**src/rtl/ram_port.sv**
```systemverilog
// ram_port: request/response front end for a single-port synchronous-read RAM.
// Writes take two cycles (WR). Reads take three cycles (RD_A, RD_B, RSP), and
// the response is held until the consumer takes it.
// Optional full-array fill is enabled by defining RAM_CLEAR_EN. When it is
// undefined, clr_start and clr_value are ignored and clr_busy is tied low.
module ram_port #(
    parameter int WORDS  = 256,
    parameter int WIDTH  = 8,
    parameter int ADDR_W = $clog2(WORDS)
) (
    input  logic              clk,
    input  logic              rst,
    input  logic              req_valid,
    output logic              req_ready,
    input  logic              req_write,
    input  logic [ADDR_W-1:0] req_addr,
    input  logic [WIDTH-1:0]  req_data,
    output logic              rsp_valid,
    input  logic              rsp_ready,
    output logic [WIDTH-1:0]  rsp_data,
    input  logic              clr_start,
    input  logic [WIDTH-1:0]  clr_value,
    output logic              clr_busy,
    output logic [ADDR_W-1:0] ram_addr,
    output logic              ram_write,
    output logic [WIDTH-1:0]  ram_d_in,
    input  logic [WIDTH-1:0]  ram_d_out
);

`ifdef RAM_CLEAR_EN
    typedef enum logic [2:0] {IDLE, WR, RD_A, RD_B, RSP, CLEAR} state_t;
`else
    typedef enum logic [2:0] {IDLE, WR, RD_A, RD_B, RSP} state_t;
`endif

    state_t state, nxt;
    logic   accept;

`ifdef RAM_CLEAR_EN
    logic [ADDR_W-1:0] cnt;
    logic              clr_last;

    assign clr_last  = (cnt == ADDR_W'(WORDS - 1));
    // A pending fill request blocks new requests, even in IDLE.
    assign req_ready = (state == IDLE) && !clr_start;
`else
    logic unused_clr;

    assign unused_clr = ^{clr_start, clr_value};
    assign req_ready  = (state == IDLE);
    assign clr_busy   = 1'b0;
`endif

    assign accept = req_valid && req_ready;

    // State register.
    always_ff @(posedge clk or posedge rst) begin
        if (rst) state <= IDLE;
        else     state <= nxt;
    end

    // Next-state logic. In IDLE, a fill request takes priority over a new request.
    always_comb begin
        nxt = state;
        case (state)
            IDLE: begin
`ifdef RAM_CLEAR_EN
                if (clr_start) nxt = CLEAR;
                else
`endif
                if (accept) nxt = req_write ? WR : RD_A;
            end
            WR:    nxt = IDLE;
            RD_A:  nxt = RD_B;
            RD_B:  nxt = RSP;
            RSP:   if (rsp_ready) nxt = IDLE;
`ifdef RAM_CLEAR_EN
            CLEAR: if (clr_last) nxt = IDLE;
`endif
            default: nxt = IDLE;
        endcase
    end

    // Registered RAM strobes and response. ram_addr keeps its last value
    // unless a new address is launched.
    always_ff @(posedge clk or posedge rst) begin
        if (rst) begin
            ram_addr  <= '0;
            ram_write <= 1'b0;
            ram_d_in  <= '0;
            rsp_data  <= '0;
            rsp_valid <= 1'b0;
        end else begin
            ram_write <= 1'b0;
            case (state)
                IDLE: begin
`ifdef RAM_CLEAR_EN
                    if (clr_start) begin
                        ram_write <= 1'b1;
                        ram_addr  <= '0;
                        ram_d_in  <= clr_value;
                    end else
`endif
                    if (accept) begin
                        ram_addr <= req_addr;
                        if (req_write) begin
                            ram_write <= 1'b1;
                            ram_d_in  <= req_data;
                        end
                    end
                end
                // RAM data for the RD_A address is valid during RD_B.
                RD_B: begin
                    rsp_data  <= ram_d_out;
                    rsp_valid <= 1'b1;
                end
                RSP: if (rsp_ready) rsp_valid <= 1'b0;
`ifdef RAM_CLEAR_EN
                CLEAR: if (!clr_last) begin
                    ram_write <= 1'b1;
                    ram_addr  <= cnt + 1'b1;
                end
`endif
                default: ;
            endcase
        end
    end

`ifdef RAM_CLEAR_EN
    // Fill counter and busy flag. The counter returns to 0 only when the fill completes.
    always_ff @(posedge clk or posedge rst) begin
        if (rst) begin
            cnt      <= '0;
            clr_busy <= 1'b0;
        end else if (state == IDLE && clr_start) begin
            cnt      <= '0;
            clr_busy <= 1'b1;
        end else if (state == CLEAR) begin
            if (clr_last) begin
                cnt      <= '0;
                clr_busy <= 1'b0;
            end else begin
                cnt <= cnt + 1'b1;
            end
        end
    end
`endif

endmodule

```
**config.mk**
```make
export PLATFORM = sky130hd
export DESIGN_NAME = ram_port
export DESIGN_NICKNAME = d
export VERILOG_FILES = /design/src/rtl/ram_port.sv
export SDC_FILE = /design/constraint.sdc
export NUM_CORES = 1
export LEC_CHECK = 0
export CORE_MARGIN = 2
export CORE_UTILIZATION = 25
export CTS_BUF_LIST = sky130_fd_sc_hd__clkbuf_16
export CTS_CLUSTER_SIZE = 14
export DETAILED_ROUTE_END_ITERATION = 16
export PLACE_DENSITY = 0.57
export SLEW_MARGIN = 5
export SYNTH_ARGS = -nofsm -noshare
export SYNTH_HDL_FRONTEND = slang
export SYNTH_SLANG_ARGS = --single-unit
```
**constraint.sdc**
```tcl
create_clock -name clk -period 2 [get_ports clk]
set_input_delay 0.4 -clock clk [delete_from_list [all_inputs] [get_ports clk]]
set_output_delay 0.4 -clock clk [all_outputs]
set_load 0.005 [all_outputs]
```
* Word-level counts from Yosys, hierarchy flattened
Index checks and enable logic that the tools add are counted.
** Operators by class
- Equality and inequality tests :: 5
- Mux-type cells :: 9
- Reduce and logical (&&, ||, !) cells :: 7
** Operator list (count)
- case mux 3 bit (4 select lines) :: 1
- == test 3 x 2 -> 1 bit, second input constant :: 2
- two-way mux 3 bit :: 2
- AND reduction 2 bit :: 3
- two-way mux 1 bit :: 4
- == test 3 bit, second input constant :: 1
- logical NOT 3 bit :: 1
- AND reduction 3 bit :: 1
- two-way mux 2 bit :: 1
- inequality test 2 x 1 -> 1 bit, second input constant :: 1
- inequality test 2 bit, second input constant :: 1
- case mux 1 bit (2 select lines) :: 1
- nonzero test 2 bit :: 1
- logical AND 1 bit :: 1
** Word-level totals
- Flip-flop bits (word level) :: 29
- Input bits :: 38
- Output and inout bits :: 28
- Word-level logic and storage cells :: 27

* Depth between registers and ports, before layout
Gate-level depths: netlist of the first run.
- Word-level depth :: 4
- Depth in mapped cells :: 4
- Mapped depth without buffers :: 3

* Worst setup path before layout of the first run
OpenSTA, ideal clock, no wires.
- Kind :: register to register
- Start :: register state[0]
- End :: register ram_d_in[0]
- Setup time :: 0.125 ns
- Arrival time :: 1.283 ns
- Data required time :: 1.875 ns
- Setup slack :: 0.592 ns
- Stages on the path, launching flop included :: 5
- Path through :: dfrtp_1 > nor3_2 > and3_1 > buf_6 > mux2_4
** Between the ends
- Cells in the longest elaborated chain, start to end :: 3
** RTL lines
- from (decl) :: line 36 : state_t state, nxt;
- from (signal assigned) :: line 59 : else state <= nxt;
- logical NOT 3 bit (*) :: line 50 : assign req_ready = (state == IDLE);
- named net req_ready :: line 14 : output logic req_ready,
- logical AND 1 bit :: line 54 : assign accept = req_valid && req_ready;
- AND reduction 3 bit (no line) (*)
- to (signal assigned) :: line 108 : ram_d_in <= req_data;
- to (decl) :: line 26 : output logic [WIDTH-1:0] ram_d_in,
The timed path passes the listed nets; every way through them passes the cells marked *.
A chain may end at the register's enable or synchronous reset.

* Worst setup path in the final report of the first run
- Start :: register state[0]
- End :: output port req_ready
** Between the ends
- Cells in the longest elaborated chain, start to end :: 1
** RTL lines (line)
- logical NOT 3 bit :: 50
- to (decl) :: 14
Every way passes these cells.

==> results of run 1 <==
layout by cell type (no fill, tap or decap):
master,n
buf_12,1
inv_1,3
nand3b_1,1
or4b_2,1
conb_1,1
nor2_1,2
nor3_1,2
mux2_2,15
nand2_2,1
nor2b_1,1
nand2_1,1
and2_1,1
buf_4,1
clkdlybuf4s50_1,55
clkbuf_16,5
mux2_1,1
dfrtp_1,29
a21oi_1,3
nor3_4,1
mux2_4,8
clkinv_1,1
and3_1,1
metrics by stage:
step	power (mW)	util, %
after floorplan	1.551	-
after global placement	2.194	40.08
after detailed placement	2.235	40.08
after CTS	2.938	43.08
after global routing	3.104	43.23
final	2.900	43.23
routing by layer:
metal / global-route usage [%] / part of all wire (%) / up-vias
met2: 18.83 / 51 / 33
li1: - / - / 372
met3: 5.000 / 7.4 / 2
met5: 0 / 0 / -
met1: 13.56 / 41 / 382
met4: 5.660 / 1.3 / 0
sequential cells by signal (all words and copies together), names as in the netlist:
signal     cells
ram_addr       8
ram_d_in       8
rsp_data       8
state          3
ram_write      1
rsp_valid      1
cell families (layout without fill, tap and decap cells):
kind of cell	after synthesis	in the layout	share of synthesized area, %
AO/OA/AOI/OAI	3	3	1.298
buffers and inverters	5	66	3.247
flip-flops	29	29	62.77
multiplexers	24	24	25.97
other	1	1	0.3244
AND/OR/NAND/NOR	12	12	6.387
worst max-delay path, cell delays in order (launching register included):
cell and delay (ns):
dfrtp_1 0.46, nor3_4 0.23, clkdlybuf4s50_1 0.53
cell type report:
type,count,area [sq um],share of cell area (%)
Multi-Input combinational cell,40,399.1,20.92
Timing Repair Buffer,57,578.1,30.30
Clock inverter,2,7.507,0.3934
Sequential cell,29,725.7,38.03
Inverter,2,7.507,0.3934
Tap cell,52,65.06,3.410
Clock buffer,5,125.1,6.557
power by group through the flow:
stage	combinational (mW)	sequential [mW]	clock, mW
after floorplan	0.491	1.06	0
final	1.17	1.06	0.672
after CTS	1.19	1.05	0.699
after global placement	1.15	1.04	0
after detailed placement	1.18	1.06	0
after global routing	1.27	1.10	0.738
worst min-delay path by stage:
stage	slack [ns]	start	to
floorplan	0.48	rst	ram_addr[0]
global placement	0.47	ram_addr[0]	ram_addr[0]
detailed placement	0.49	ram_addr[0]	ram_addr[0]
CTS	0.42	rst	ram_addr[0]
global route	0.46	rst	ram_addr[0]
finish	0.41	rst	ram_addr[0]
==> flow_summary_export.csv, run 1 <==
group,metric,value,unit
logic_synthesis,yosysMostFrequentCell,"dfrtp_1",
die,fp.dieW,72.01,um
timing,rsz0062_at_grt,"false",
pwr,swShare,25.49,%
layout,fillers,408,
drt,vias,789,
clocking,cts-root-buf,"clkbuf_16",
timing,setup_ws,0.1114,ns
logic_synthesis,async_flop_share,100.0,%
pwr,seqPwrFrac,36.5,%
clocking,clkTransAtPathRegs,0.05,ns
logic_synthesis,syn_area_per_cell,15.62,sq um
grt,grt.overflow.total,0,
worst_setup_path,worstSetupEndpointType,"output pin",
timing,clock.fmax,529.5,MHz
grt,grt_max_degree,22,
logic_synthesis,synth_edf_count,0,
logic_synthesis,yosys-top-cells-count,"dfrtp_1 (29), mux2_2 (15), mux2_4 (8), a21oi_1 (3)",
worst_setup_path,critical_path_peak_fanout,6,
worst_hold_path,hp-class,"in -> async",
drt,routed_via_density,4.219,
logic_synthesis,synth_top_area_share,62.77,%
timing,finalHoldViolCount,0,
timing,fin_worst_skew,0.003002,ns
layout,nets,173,
pwr,pwr-share-comb,40.4,%
die,start_util,26.19,%
logic_synthesis,ys_seq_area_share,62.77,%
logic_synthesis,ys_ff_latch,29,
layout,n_antenna_cell,0,
worst_setup_path,timing.rr.end,"ram_addr[7]",
die,ios,66,
clocking,h-tree-depth,2,
drt,drc_errors,0,
worst_setup_path,crit_end,"req_ready",
clocking,cts_hold_buf,0,
drt,drtIter0Drc,21,
clocking,cts_resized,0,
pwr,peakVddDrop,0.4911,mV
timing,hold_slack,0.4066,ns
layout,fin_area,1908,sq um
worst_setup_path,arrival,1.49,ns
place,detailed_place_hpwl,1989,um
worst_setup_path,r2r_slack,0.44,ns
drt,final_antenna_net_count,0,
clocking,cts_buffers,5,
worst_setup_path,ff2ff_path_depth,3,
timing,fin_crit_sh,94.43,%
logic_synthesis,syn_nets,112,
layout,synthToLayoutAreaGrowth,65.04,%
pwr,p_sw,0.7393,mW
drt,wirelength,2633,um
timing,setup_viol_count_final,0,
drt,firstDrtPassIters,4,
worst_setup_path,cp-start-kind,"flop",
die,die_area,5185,sq um
die,die_h,72.01,um
grt,grt_usage,11.75,%
layout,drive_above_1_share,24.44,%
die,rows,24,
clocking,clock-sinks,29,
place,pre_cts_slack,0.2011,ns
clocking,cts_setup_buffers,0,
logic_synthesis,yosysTopAreaCell,"dfrtp_1",
logic_synthesis,synthFlopType,"dfrtp_1",
logic_synthesis,ys_top_cells_by_area,"dfrtp_1 (63%), mux2_2 (15%), mux2_4 (10%)",
logic_synthesis,yosysWarnings,0,
clocking,clk_latency,0.27,ns
timing,min_period,1.889,ns
pwr,power_density,1520,nW/um^2
die,core_area,4414,sq um
outcome,status,"finished, final reports clean",
job,maxCapViolations,0,
logic_synthesis,synth_cell_types,19,
grt,grt_pass1_wl,4485,um
drt,routedWlPerCell,14.08,um
worst_setup_path,worstPathRequired,1.60,ns
grt,first_global_vias,874,
place,place_area,1769,sq um
grt,antenna_found_initial,0,
worst_setup_path,worst_r2r_startpoint,"state[0]",
worst_setup_path,critPathKind,"reg -> out",
place,dp.cells,180,
clocking,tritoncts,"built",
place,port_buffers,55,
logic_synthesis,syn-instance-count,74,
place,gp_congestion,0.6751,
pwr,clkPwrFrac,23.2,%
layout,fin_cells,187,
clocking,clk_path_buf_depth,2,
timing,slew_viol_final,0,
timing,fin_tns_setup,0,ns
worst_setup_path,crit_start,"state[0]",
pwr,p_int,2.161,mW
pwr,leakage,0.8170,nW
logic_synthesis,synthesis.area,1156,sq um
No activity file was read; power rests on OpenSTA's default activity.
==> run 2: changes to the inputs <==
--- a/config.mk
+++ b/config.mk
@@ -11,6 +11,7 @@
 export CTS_CLUSTER_SIZE = 14
 export DETAILED_ROUTE_END_ITERATION = 16
 export PLACE_DENSITY = 0.57
+export SETUP_SLACK_MARGIN = 0.2
 export SLEW_MARGIN = 5
 export SYNTH_ARGS = -nofsm -noshare
 export SYNTH_HDL_FRONTEND = slang
==> run 2 against run 1 <==
Net effect: clock power is essentially flat; clock skew about the same; non-clock buffer count is 1 higher; via count rose by 1.1%; final cell count increased by 0.53%.
==> flow_summary_export.csv, run 2 (synthesis gave the netlist of run 1 again) <==
group,metric,value,unit
layout,reg_top3,"ram_addr x8, ram_d_in x8, rsp_data x8",
die,fp.dieW,72.01,um
place,detailed_place_hpwl,1989,um
worst_setup_path,worstPathRequired,2.15,ns
place,gp_congestion,0.6751,
place,port_buffers,55,
clocking,clk_path_buf_depth,2,
layout,drive_above_1_share,25.74,%
pwr,leakage,0.8208,nW
timing,slew_viol_final,0,
die,die_area,5185,sq um
layout,fillers,408,
worst_setup_path,critPathKind,"reg -> reg",
worst_setup_path,ff2ff_path_depth,4,
grt,antenna_found_initial,0,
drt,wirelength,2621,um
clocking,clk_latency,0.27,ns
timing,finalHoldViolCount,0,
worst_hold_path,hp-class,"in -> async",
grt,first_global_vias,882,
timing,fin_crit_sh,81.14,%
worst_setup_path,arrival,1.77,ns
worst_setup_path,worst_r2r_startpoint,"state[2]",
clocking,cts_buffers,5,
timing,setup_viol_count_final,0,
worst_setup_path,r2r_slack,0.38,ns
pwr,swShare,25.34,%
drt,firstDrtPassIters,4,
job,maxCapViolations,0,
pwr,seqPwrFrac,36.3,%
timing,fin_tns_setup,0,ns
die,core_area,4414,sq um
pwr,power_density,1516,nW/um^2
drt,routed_via_density,4.245,
layout,layout_common_cells,"clkdlybuf4s50_1 (54), dfrtp_1 (28), mux2_2 (15)",
grt,grt.overflow.total,0,
drt,routedWlPerCell,13.94,um
worst_setup_path,worstSetupEndpointType,"flop",
layout,nets,174,
grt,grt_usage,11.75,%
worst_setup_path,cp-start-kind,"flop",
timing,min_period,1.623,ns
layout,n_antenna_cell,0,
pwr,p_int,2.161,mW
pwr,total_power,2.894,mW
pwr,p_sw,0.7332,mW
pwr,clkPwrFrac,23.3,%
clocking,clock-sinks,29,
clocking,clkTransAtPathRegs,0.05,ns
die,start_util,26.19,%
clocking,tritoncts,"built",
die,rows,24,
timing,hold_slack,0.4060,ns
drt,final_antenna_net_count,0,
timing,clock.fmax,616.2,MHz
die,die_h,72.01,um
clocking,cts-root-buf,"clkbuf_16",
drt,drc_errors,0,
grt,grt_max_degree,22,
drt,drtIter0Drc,30,
timing,fin_worst_skew,0.003092,ns
die,ios,66,
clocking,cts_hold_buf,0,
clocking,h-tree-depth,2,
pwr,peakVddDrop,0.4900,mV
worst_setup_path,timing.rr.end,"ram_addr[7]",
worst_setup_path,critical_path_peak_fanout,8,
layout,postLayoutCoreUtil,43.25,%
drt,vias,798,
layout,synthToLayoutAreaGrowth,65.15,%
pwr,pwr-share-comb,40.5,%
grt,grt_pass1_wl,4485,um
timing,rsz0062_at_grt,"false",
layout,layout_commonest_cell,"clkdlybuf4s50_1",
outcome,status,"finished, final reports clean",
[run 2: cell count changes in the layout (fill, tap and decap cells not counted)]
cell / change
dfrtp_1: -1
dlygate4sd2_1: +1
nor3_2: +1
buf_4: +1
dfrtp_2: +1
nor3_4: -1
clkdlybuf4s50_1: -1
[run 2: power by group through the flow]
stage                     Sequential (mW)  Clock, mW  Combinational [mW]
after floorplan                      1.06          0               0.491
after global placement               1.04          0                1.15
after detailed placement             1.06          0                1.18
after CTS                            1.05      0.699                1.20
after global routing                 1.09      0.738                1.27
final                                1.05      0.674                1.17
[run 2: cell type report]
type / instances / area [sq um] / area share [%]
clock inverter: 2 / 7.507 / 0.3932
tap: 52 / 65.06 / 3.408
clock buffer: 5 / 125.1 / 6.553
inverter: 2 / 7.507 / 0.3932
sequential: 29 / 726.9 / 38.07
multi-input combinational: 40 / 392.9 / 20.58
timing repair buffer: 58 / 584.3 / 30.60
[run 2: per-stage QoR]
step / setup slack (ns) / instance area (sq um) / std cells
4_1_cts: 0.3496 / 1909 / 188
3_5_place_dp: 0.2011 / 1769 / 180
2_1_floorplan: 0.5918 / 1156 / 74
6_report: 0.3771 / 1909 / 188
5_1_grt: 0.2594 / 1909 / 188
3_3_place_gp: 0.2466 / 1769 / 180
[run 2: how the worst max path moves through the flow]
stage               from     endpoint  slack, ns  cells past startpoint
3_5_place_dp   req_valid  ram_addr[7]       0.20                      3
3_3_place_gp   req_valid  ram_addr[6]       0.25                      3
6_report        state[2]  ram_addr[7]       0.38                      4
2_1_floorplan   state[0]  ram_d_in[0]       0.59                      4
4_1_cts         state[2]  ram_addr[4]       0.35                      4
5_1_grt         state[2]  ram_addr[6]       0.26                      4
[run 2: critical path, cell delays in order (launching register included)]
cell and delay, ns:
dfrtp_2 0.44, nor3_2 0.22, buf_4 0.14, and2_1 0.33, mux2_2 0.38
[run 2: metal layers]
layer / global-route usage (%) / vias up / share of wire, %
li1: - / 373 / -
met1: 13.12 / 389 / 41
met2: 19.34 / 34 / 51
met3: 5.000 / 2 / 7.6
met4: 5.660 / 0 / 1.3
met5: 0 / - / 0
[run 2: what timing repair did]
action,4_1_cts,5_1_grt
gates resized for setup,2,0
endpoints found under the setup margin,1,0
setup buffers,1,0
